$ cat config.mk
export PLATFORM = sky130hd
export DESIGN_NAME = exec_unit
export DESIGN_NICKNAME = d
export VERILOG_FILES = /design/src/rtl/exec_unit.sv
export SDC_FILE = /design/constraint.sdc
export NUM_CORES = 1
export LEC_CHECK = 0
export BUFFER_PORTS_ARGS = -buffer_cell sky130_fd_sc_hd__clkbuf_2
export CAP_MARGIN = 0
export CORE_MARGIN = 2
export CORE_UTILIZATION = 60
export DETAILED_ROUTE_END_ITERATION = 10
export PLACE_DENSITY = 0.77
export SYNTH_ARGS = -nofsm -noshare
export SYNTH_HDL_FRONTEND = slang
export SYNTH_SLANG_ARGS = --single-unit
$ cat constraint.sdc
create_clock -name clock -period 3.8 [get_ports clock]
set_input_delay 0.76 -clock clock [delete_from_list [all_inputs] [get_ports clock]]
set_output_delay 0.76 -clock clock [all_outputs]
set_load 0.03 [all_outputs]
$ cat src/rtl/exec_unit.sv
// exec_unit: four-state sequenced execution unit with four 8-bit registers,
// a carry/borrow flag and a combinational debug read port.
// Optional zero flag (zf_o plus its register) is built when the macro
// EXEC_UNIT_ZERO_FLAG_EN is defined; the default build omits it.
//
// state     | meaning
// ----------+----------------------------------------------------------
// S_IDLE    | waiting for instr_valid_i, latches instr_i on accept
// S_DECODE  | capture R[rd] and R[rs] into the operand latches
// S_EXECUTE | ALU result written to R[rd], flags updated on exit edge
// S_DONE    | instr_done_o high for this single cycle
module exec_unit (
    input  logic        clock,
    input  logic        reset,
    input  logic [15:0] instr_i,
    input  logic        instr_valid_i,
    output logic        instr_done_o,
    output logic        cf_o,
    input  logic [1:0]  dbg_sel_i,
    output logic [7:0]  dbg_data_o
`ifdef EXEC_UNIT_ZERO_FLAG_EN
    ,
    output logic        zf_o
`endif
);

    typedef enum logic [1:0] {
        S_IDLE    = 2'd0,
        S_DECODE  = 2'd1,
        S_EXECUTE = 2'd2,
        S_DONE    = 2'd3
    } state_t;

    state_t      r_state;
    state_t      w_state_nxt;
    logic [15:0] r_instr;
    logic [7:0]  r_regs [4];
    logic        r_cf;
    logic [7:0]  r_op_a;
    logic [7:0]  r_op_b;

    logic [3:0]  w_opcode;
    logic [1:0]  w_rd;
    logic [1:0]  w_rs;
    logic [7:0]  w_imm;
    logic [8:0]  w_sum;
    logic [7:0]  w_result;
    logic        w_wr_en;
    logic        w_cf_nxt;

    assign w_opcode = r_instr[15:12];
    assign w_rd     = r_instr[11:10];
    assign w_rs     = r_instr[9:8];
    assign w_imm    = r_instr[7:0];

    // FSM state register
    always_ff @(posedge clock) begin
        if (reset) begin
            r_state <= S_IDLE;
        end else begin
            r_state <= w_state_nxt;
        end
    end

    // FSM next-state and done output
    always_comb begin
        w_state_nxt  = r_state;
        instr_done_o = 1'b0;
        case (r_state)
            S_IDLE:    if (instr_valid_i) w_state_nxt = S_DECODE;
            S_DECODE:  w_state_nxt = S_EXECUTE;
            S_EXECUTE: w_state_nxt = S_DONE;
            S_DONE: begin
                w_state_nxt  = S_IDLE;
                instr_done_o = 1'b1;
            end
            default:   w_state_nxt = S_IDLE;
        endcase
    end

    // ALU: result, write enable and carry/borrow from the operand latches.
    // The 9-bit difference's top bit is exactly the unsigned borrow.
    always_comb begin
        w_sum    = 9'd0;
        w_result = r_op_a;
        w_wr_en  = 1'b0;
        w_cf_nxt = r_cf;
        case (w_opcode)
            4'd1: begin w_result = w_imm;  w_wr_en = 1'b1; end
            4'd2: begin w_result = r_op_b; w_wr_en = 1'b1; end
            4'd3: begin
                w_sum    = {1'b0, r_op_a} + {1'b0, r_op_b};
                w_result = w_sum[7:0];
                w_cf_nxt = w_sum[8];
                w_wr_en  = 1'b1;
            end
            4'd4, 4'd10: begin
                w_sum    = {1'b0, r_op_a} - {1'b0, r_op_b};
                w_result = w_sum[7:0];
                w_cf_nxt = w_sum[8];
                w_wr_en  = (w_opcode == 4'd4);
            end
            4'd5: begin w_result = r_op_a & r_op_b; w_wr_en = 1'b1; end
            4'd6: begin w_result = r_op_a | r_op_b; w_wr_en = 1'b1; end
            4'd7: begin w_result = r_op_a ^ r_op_b; w_wr_en = 1'b1; end
            4'd8: begin
                w_result = {r_op_a[6:0], 1'b0};
                w_cf_nxt = r_op_a[7];
                w_wr_en  = 1'b1;
            end
            4'd9: begin
                w_result = {1'b0, r_op_a[7:1]};
                w_cf_nxt = r_op_a[0];
                w_wr_en  = 1'b1;
            end
            4'd11: begin
                w_sum    = {1'b0, r_op_a} + 9'd1;
                w_result = w_sum[7:0];
                w_cf_nxt = w_sum[8];
                w_wr_en  = 1'b1;
            end
            4'd12: begin
                w_sum    = {1'b0, r_op_a} - 9'd1;
                w_result = w_sum[7:0];
                w_cf_nxt = w_sum[8];
                w_wr_en  = 1'b1;
            end
            default: ;
        endcase
    end

    // Instruction latch, operand capture, register file and carry flag
    always_ff @(posedge clock) begin
        if (reset) begin
            r_instr <= 16'h0000;
            r_op_a  <= 8'h00;
            r_op_b  <= 8'h00;
            r_cf    <= 1'b0;
            for (int i = 0; i < 4; i++) r_regs[i] <= 8'h00;
        end else begin
            if (r_state == S_IDLE && instr_valid_i) r_instr <= instr_i;
            if (r_state == S_DECODE) begin
                r_op_a <= r_regs[w_rd];
                r_op_b <= r_regs[w_rs];
            end
            if (r_state == S_EXECUTE) begin
                if (w_wr_en) r_regs[w_rd] <= w_result;
                r_cf <= w_cf_nxt;
            end
        end
    end

`ifdef EXEC_UNIT_ZERO_FLAG_EN
    logic r_zf;
    logic w_zf_we;

    // Every opcode from ADD through DEC affects the zero flag, CMP included.
    assign w_zf_we = (w_opcode >= 4'd3) && (w_opcode <= 4'd12);

    // Zero flag register
    always_ff @(posedge clock) begin
        if (reset) begin
            r_zf <= 1'b0;
        end else if (r_state == S_EXECUTE && w_zf_we) begin
            r_zf <= (w_result == 8'h00);
        end
    end

    assign zf_o = r_zf;
`endif

    assign cf_o       = r_cf;
    assign dbg_data_o = r_regs[dbg_sel_i];

endmodule
==> flow_summary.ini, run 1 <==
[setup_path]
crit_required_ns = 3.86
crit_fanout = 8
slowest_delay_ns = 0.59
path_cells = inv_1 > ha_1 > inv_1 > o31ai_1 > mux2i_1 > nor2_1 > nor4_2 > nor2_1
critPathTopFamily = simple AND/OR/NAND/NOR gates
worst_path_max_delay_cell = nor4_2
crit_arrival_ns = 3.02
crit_type = reg -> reg
r2r_start = r_op_b[3]
regToRegSetupSlack_ns = 0.84
cp-startpoint = r_op_b[3]
startpoint_type = flip-flop
end_kind = flip-flop
crit_buf_inv = 2

[global_route]
grt_antenna_before_repair = 0
grt_max_degree = 41
grt_pass1_vias = 4420
grt_remaining_overflow = 0
grt.total_usage_pct = 31.7
grt_pass1_wl_um = 23500

[detailed_routing]
wl_um = 14600
via_count = 4533
first_iter_violations = 493
dr.pass1.iters = 7
ant_nets = 0
drc = 0
wl_per_cell_um = 21.3
avgViaCountPerCell = 6.60

[yosys]
async_flop_share_pct = 0
syn_area_mm2 = 0.00517
synthFlopType = dfxtp_1
synth-seq-area-share_pct = 32.1
synth_edf_count = 32
synth_area_per_cell_um2 = 9.15
synth_cells = 565
synth_cell_type_count = 70
ys_warn_count = 0
synthesis.nets = 619
ys_ff_latch = 67

[floorplanning]
ios = 31
die-area_mm2 = 0.00937
die_w_um = 96.8
core_mm2 = 0.00830
fp-row-count = 33
start_util_pct = 62.3
die_y_um = 96.8

[cts]
post_cts_buffers = 0
cts.path.max_buffers = 2
postCtsHoldBufs = 0
cts-resized-gates = 0
tritoncts = yes
cts_made_buffers = 9
htree_num_levels = 3
cts-root-buf = clkbuf_8
cts_sinks = 67
clock_latency_ns = 0.34
clk_pin_slew_worst_paths_ns = 0.07

[status]
status = finished clean

[layout]
area_growth_syn_to_layout_pct = 8.18
final_cells = 687
drive_above_1_share_pct = 16.3
multiInputGateArea_mm2 = 0.00320
final_cell_mix = 65 x nor2_1, 58 x nand2_1, 46 x a21oi_1
fill_cells = 659
n_antenna_cell = 0
ff_latch_area_mm2 = 0.00166
final_common_cell = nor2_1
fin_nets = 631

[place]
dp.cells = 671
place_hpwl_um = 10700
place_congestion = 0.960
numPortBuffers = 30

[sta]
skew_ns = 0.0136
max_freq_mhz = 338
hold_viol_final = 0
min_period_ns = 2.96
worstMarginPinSlew_ns = 0.944
max-slew-margin-rel_pct = 37.0
maxSlewViolCount = 0
rsz0062_at_grt = false
post-route-period-util_pct = 77.9
final-setup-viol-count = 0
hold-worst-slack_ns = 0.466
final.setup.tns_ns = 0

[hold_path]
hold_class = reg -> reg
hp-start = r_instr[3]

[pwr]
p_leak_nw = 2.08
power.density_mw_per_mm2 = 567
peakVddDrop_mv = 0.409

[job]
maxCapViolCount = 0
-- metal layers --
metal  global-route usage, %  vias to the layer above  part of all wire (%)
met5                       0                        -                     0
met4                    12.8                        0                   3.1
met3                    5.42                       33                   7.9
met2                    51.1                      217                    48
met1                    42.6                     2175                    41
li1                        -                     2108                     -
-- sequential cells by signal (all words and copies together) (netlist names) --
register,cells
r_regs,32
r_instr,16
r_op_a,8
r_op_b,8
r_state,2
cf_o,1
-- cells in the mapped netlist, drive strengths merged (4+ instances only) --
master / number / share of area, %
nand3b: 5 / 0.73
o221ai: 7 / 1.2
nand2b: 4 / 0.48
o21ai: 19 / 1.8
nor2b: 17 / 2.1
nand2: 58 / 4.2
nor3: 6 / 0.58
buf: 20 / 2.1
a21oi: 47 / 4.6
a211oi: 4 / 0.58
mux2i: 23 / 4.5
mux4: 25 / 11
ha: 31 / 7.5
o32ai: 5 / 0.85
inv: 32 / 2.3
and3: 8 / 0.97
o31ai: 4 / 0.58
nor4: 7 / 1.1
o22ai: 8 / 0.97
o2bb2ai: 4 / 0.68
a221oi: 4 / 0.68
nor2: 65 / 4.7
edfxtp: 32 / 19
a31oi: 4 / 0.48
nand3: 9 / 0.87
dfxtp: 35 / 14
or4: 4 / 0.58
clkbuf: 20 / 1.5
-- report_power, final --
part           switching [W]  internal, W  total (W)
clock network       0.000291     0.000435   0.000726
registers           0.000152     0.000853    0.00101
logic               0.000859     0.000583    0.00144
total                0.00130      0.00187    0.00317
-- kinds of logic (layout without fill, tap and decap cells) --
| kind of cell | count (synthesis) | after routing | synth area share, % |
|---|---|---|---|
| AO/OA/AOI/OAI | 140 | 140 | 18.7 |
| XOR/XNOR | 4 | 4 | 0.678 |
| adder cells (fa/ha/maj) | 33 | 33 | 8.28 |
| buffers and inverters | 74 | 91 | 5.98 |
| flip-flops | 67 | 67 | 32.1 |
| multiplexers | 49 | 49 | 15.6 |
| AND/OR/NAND/NOR | 198 | 198 | 18.7 |
-- path summary, 6_finish.rpt --
path,end,cells after the start
max,r_regs[0][5],8
min,r_instr[3],2
max reg2reg,r_regs[0][5],8
min reg2reg,r_instr[3],2
-- through the flow --
stage,total power (W),setup WS [ns],area (um2),utilization [%]
after floorplan,0.00207,1.19,5170,-
after global placement,0.00239,0.897,5350,64.5
after detailed placement,0.00242,0.940,5350,64.5
after CTS,0.00314,0.855,5590,67.4
after global routing,0.00334,0.661,5590,67.4
final,0.00317,0.840,5590,67.4
-- tightest hold or removal path: cells and delay by family (launching register included) --
kind	cells	cell delay [ns]
and+or+nand+nor	1	0.05
AOI/OAI and AO/OA	1	0.06
DFF	1	0.31
-- cell type report --
cell class,count,area share [%]
clock buffers,9,2.22
clock inverters,7,2.08
inverters,34,2.28
multi-input cells,424,57.2
flip-flops and latches,67,29.7
well taps,105,2.35
repair buffers,41,4.16
Power figures use the tool's default switching activity.
==> run 2, diff against run 1 <==
CORE_UTILIZATION = 56   (was 60)
PLACE_DENSITY = 0.75   (was 0.77)
clock period = 2.55 ns   (was 3.8 ns; I/O delays follow)
==> flow_summary.ini, run 2 (synthesis results as in run 1) <==
[status]
status = finished clean

[floorplanning]
die-area_mm2 = 0.0100
die_w_um = 100
die_y_um = 100
core_mm2 = 0.00911
fp-row-count = 35
ios = 31
start_util_pct = 56.7

[global_route]
grt_pass1_vias = 4599
grt_antenna_before_repair = 0
grt_max_degree = 41
globalRouteMet3Util_pct = 6.41
grt.met1_usage_pct = 43.6
use_met2_pct = 52.1
grt.total_usage_pct = 32.4
grt.busiest_layer = met2
grt_remaining_overflow = 0
grt_pass1_wl_um = 24700

[setup_path]
path_common_cell = a21oi_1
crit_fanout = 5
startpoint_type = flip-flop
worst_path_max_delay_cell = dfxtp_1
crit_type = reg -> reg
slowest_delay_ns = 0.35
reg2regPathDepth = 9
regToRegSetupSlack_ns = 0.01
critPathTopFamily = compound AO/OA/AOI/OAI gates
crit_arrival_ns = 2.64
r2r_end = r_regs[2][4]
path_cells = inv_1 > fa_1 > nand2b_1 > a21oi_1 > or2_2 > a221o_1 > a21oi_1 > buf_4 > nor2_1
r2r_start = r_op_b[1]
crit_buf_inv = 2
end_kind = flip-flop
crit_required_ns = 2.65

[layout]
largest_reg_flops = 32
fin_util_pct = 65.3
final_cell_mix = 65 x nor2_1, 58 x nand2_1, 49 x buf_4
top_regs = r_regs: 32 flops, r_instr: 16 flops
top_register = r_regs
fin_nets = 670
n_antenna_cell = 0
final_common_cell = nor2_1
final_area_mm2 = 0.00594
drive_above_1_share_pct = 24.2
area_growth_syn_to_layout_pct = 15.0

[sta]
final-setup-viol-count = 0
worstMarginPinSlew_ns = 0.712
timing.final.ws_setup_ns = 0.0118
hold_viol_final = 0
rsz0062_at_grt = true
post-route-period-util_pct = 99.5
max-slew-margin-rel_pct = 52.5
min_period_ns = 2.54
maxSlewViolCount = 0
hold-worst-slack_ns = 0.360
skew_ns = 0.0223
max_freq_mhz = 394

[cts]
post_cts_buffers = 0
tritoncts = yes
cts.path.max_buffers = 2
clk_pin_slew_worst_paths_ns = 0.09
clock_latency_ns = 0.35
cts-root-buf = clkbuf_8
cts_made_buffers = 9
postCtsHoldBufs = 0
cts_sinks = 67
htree_num_levels = 3

[detailed_routing]
avgViaCountPerCell = 6.51
via_count = 4762
ant_nets = 0
dr.pass1.iters = 7
drc = 0
wl_um = 15600
first_iter_violations = 388
wl_per_cell_um = 21.3

[pwr]
peakVddDrop_mv = 0.464
p_leak_nw = 2.27
power.density_mw_per_mm2 = 825
p_total_w = 0.00490

[place]
place_hpwl_um = 11900
dp_slack_ns = 0.0245
place_area_mm2 = 0.00566
numPortBuffers = 30
place_congestion = 1.02

[hold_path]
min_path_cells = 3
hp-start = instr_i[13]
hold_end = r_instr[13]
hold_class = in -> reg

[job]
maxCapViolCount = 0
==> run 2: routing by layer <==
layer | vias up | wire [um]
li1 | 2190 | -
met1 | 2295 | 6440
met2 | 237 | 7340
met3 | 40 | 1320
met4 | 0 | 521
met5 | - | 0
==> run 2: how the worst max path moves through the flow <==
stage / from / end / slack (ns) / depth (start not counted)
floorplan: r_op_a[4] / r_regs[0][6] / 0.02 / 8
global placement: r_op_a[0] / r_regs[1][6] / 0.08 / 9
detailed placement: r_op_a[0] / r_regs[0][6] / 0.02 / 9
CTS: r_op_b[3] / r_regs[2][7] / 0.02 / 9
global route: r_op_a[1] / r_regs[2][4] / -0.1 / 9
finish: r_op_b[1] / r_regs[2][4] / 0.01 / 9
==> run 2: repair_timing <==
action,CTS,global route
pin swaps,1,1
gates resized for setup,0,17
endpoints found under the setup margin,2,35
gates cloned,0,0
==> run 2: worst register-to-register path, delay by kind of cell, from the launching register on <==
family,cells,cell delay (ns)
AOI/OAI and AO/OA,3,0.74
adders and majority gates,1,0.28
DFF,1,0.35
buffers and inverters,2,0.43
and+or+nand+nor,3,0.50
==> run 2: report_power, final <==
group	switching [W]	internal [W]
Clock	0.000469	0.000457
Sequential	0.000170	0.00127
Combinational	0.00145	0.00109
==> run 2: area by class of cell <==
cell class	count	area [um2]
Sequential cell	67	1660
Clock inverter	7	76.3
Multi-Input combinational cell	424	3280
Fill cell	748	3160
Tap cell	111	139
Timing Repair Buffer	80	538
Clock buffer	9	124
Inverter	34	128
==> run 2: per-stage QoR <==
step	cells	setup TNS (ns)
CTS	732	0
floorplan	565	0
global route	732	-0.606
finish	732	0
detailed placement	716	0
global placement	716	0
==> run 3, diff against run 2 <==
ABC_AREA = 1   (was default)
==> flow_summary.ini, run 3 <==
[yosys]
synthFlopType = dfxtp_1
synth_commonest_cells = 139 x nand2_1, 118 x nor2_1, 87 x o21ai_0
yosys.area.top_type = edfxtp_1
synth_edf_count = 32
synthesis.nets = 804
synth_top_area_share_pct = 19.2
synth_cell_type_count = 32
synthTopCellsByArea = edfxtp_1 19%, dfxtp_1 14%, nand2_1 10%, nor2_1 8.9%, o21ai_0 8.7%
ys_ff_latch = 67
async_flop_share_pct = 0
syn_area_mm2 = 0.00500
yosysMostFrequentCell = nand2_1
synth_cells = 750
synth_area_per_cell_um2 = 6.67
synth-seq-area-share_pct = 33.2
ys_warn_count = 0

[place]
place_congestion = 1.00
place_hpwl_um = 12200
numPortBuffers = 30
dp.cells = 883

[cts]
htree_num_levels = 3
cts_sinks = 67
cts-resized-gates = 0
cts.path.max_buffers = 2
cts_made_buffers = 9
clock_latency_ns = 0.35
postCtsHoldBufs = 0
cts-root-buf = clkbuf_8
clk_pin_slew_worst_paths_ns = 0.09
tritoncts = yes
post_cts_buffers = 0

[sta]
hold_viol_final = 0
max-slew-margin-rel_pct = 60.2
min_period_ns = 2.32
rsz0062_at_grt = false
final-setup-viol-count = 0
maxSlewViolCount = 0
worstMarginPinSlew_ns = 0.596
skew_ns = 0.0141
max_freq_mhz = 431
post-route-period-util_pct = 91.1
final.setup.tns_ns = 0

[floorplanning]
fp-row-count = 34
die-area_mm2 = 0.00970
ios = 31
die_y_um = 98.5
start_util_pct = 57.6
die_w_um = 98.5
core_mm2 = 0.00868

[layout]
final_cell_mix = 139 x nand2_1, 118 x nor2_1, 87 x o21ai_0
n_antenna_cell = 0
area_growth_syn_to_layout_pct = 11.7
top_register = r_regs
drive_above_1_share_pct = 10.5
top_regs = r_regs: 32 flops, r_instr: 16 flops
final_cells = 899
largest_reg_flops = 32
final_common_cell = nand2_1
fin_nets = 840

[pwr]
power.density_mw_per_mm2 = 1060
p_leak_nw = 2.53
power.internal_w = 0.00304
pwr-share-comb_pct = 55.2
peakVddDrop_mv = 0.478
switching_power_w = 0.00290
seq_power_share_pct = 26.6
clockPowerShare_pct = 18.1
p_sw_share_pct = 48.9

[global_route]
grt_antenna_before_repair = 0
grt_pass1_vias = 4956
grt_remaining_overflow = 0
grt_max_degree = 32
grt.total_usage_pct = 32.6
grt_pass1_wl_um = 25200

[detailed_routing]
first_iter_violations = 375
via_count = 5170
ant_nets = 0
avgViaCountPerCell = 5.75
wl_per_cell_um = 17.2
drc = 0
dr.pass1.iters = 6
wl_um = 15500

[setup_path]
regToRegSetupSlack_ns = 0.23
reg2regPathDepth = 11
crit_required_ns = 2.64
crit_arrival_ns = 2.41
end_kind = flip-flop
crit_fanout = 4
startpoint_type = flip-flop
crit_type = reg -> reg

[job]
maxCapViolCount = 0

[status]
status = finished clean

[hold_path]
hold_class = in -> reg
min_path_cells = 3
## run 3: cell types whose count changed in the layout (fill, tap and decap cells not counted), moves of 7 or more
cell and change:
nand4_1 +11, nand3_1 +50, a21oi_1 +10, mux2i_1 -23, mux4_2 -25, nor2_1 +53, nor2b_1 -17, buf_4 -27
nand2_1 +81, o21ai_0 +70, and3_1 -7, inv_1 +54
## run 3: power by group through the flow
stage / Clock (W) / Combinational [W] / Sequential, W
after global placement: 0 / 0.00316 / 0.00159
after floorplan: 0 / 0.00226 / 0.00155
after detailed placement: 0 / 0.00321 / 0.00160
after CTS: 0.00109 / 0.00323 / 0.00157
final: 0.00108 / 0.00328 / 0.00158
after global routing: 0.00113 / 0.00367 / 0.00161
## run 3: final timing paths
| kind | startpoint | end |
|---|---|---|
| max reg2reg | r_op_b[0] | r_regs[0][4] |
| max | r_op_b[0] | r_regs[0][4] |
| min | instr_i[9] | r_instr[9] |
| min reg2reg | cf_o | cf_o |
## run 3: cell families (layout without fill, tap and decap cells)
| logic type | after synthesis | in the layout | share of synthesized area [%] |
|---|---|---|---|
| AO/OA/AOI/OAI | 174 | 174 | 19.0 |
| adder cells (fa/ha/maj) | 33 | 33 | 8.56 |
| flip-flops | 67 | 67 | 33.2 |
| AND/OR/NAND/NOR | 350 | 350 | 29.5 |
| XOR/XNOR | 2 | 2 | 0.350 |
| buffers and inverters | 124 | 165 | 9.41 |
## run 3: routing by layer
layer	share of wire, %	vias to the layer above	wire length, um	GRT usage, %
li1	-	2569	-	-
met1	42	2340	6560	43.1
met2	47	227	7280	53.8
met3	7.5	34	1150	4.61
met4	3.0	0	463	13.9
met5	0	-	0	0
## run 3: worst max-delay path: stages, from the launching register on
cell,delay (ns)
dfxtp_1,0.40
ha_1,0.21
inv_1,0.08
fa_1,0.38
inv_1,0.10
nand3_1,0.07
nand3_1,0.12
a21oi_1,0.07
o21ai_0,0.09
nand3_1,0.16
o21ai_1,0.32
nor2_1,0.08
## run 3: per-stage QoR
| step | utilization (%) | cell area [um2] | worst slack (ns) | total power (W) | hold WS [ns] |
|---|---|---|---|---|---|
| floorplan | - | 5000 | 0.351 | 0.00381 | 0.448 |
| global placement | 61.6 | 5350 | 0.382 | 0.00474 | 0.449 |
| detailed placement | 61.6 | 5350 | 0.325 | 0.00480 | 0.452 |
| CTS | 64.4 | 5590 | 0.301 | 0.00589 | 0.398 |
| global route | 64.4 | 5590 | 0.0775 | 0.00642 | 0.434 |
| finish | 64.4 | 5590 | 0.228 | 0.00594 | 0.406 |
## run 3: cell type report
class | instances | area, um2
Sequential cell | 67 | 1660
Multi-Input combinational cell | 559 | 2870
Clock buffer | 10 | 149
Tap cell | 108 | 135
Timing Repair Buffer | 52 | 315
Inverter | 97 | 364
Clock inverter | 6 | 93.8
Fill cell | 810 | 3090
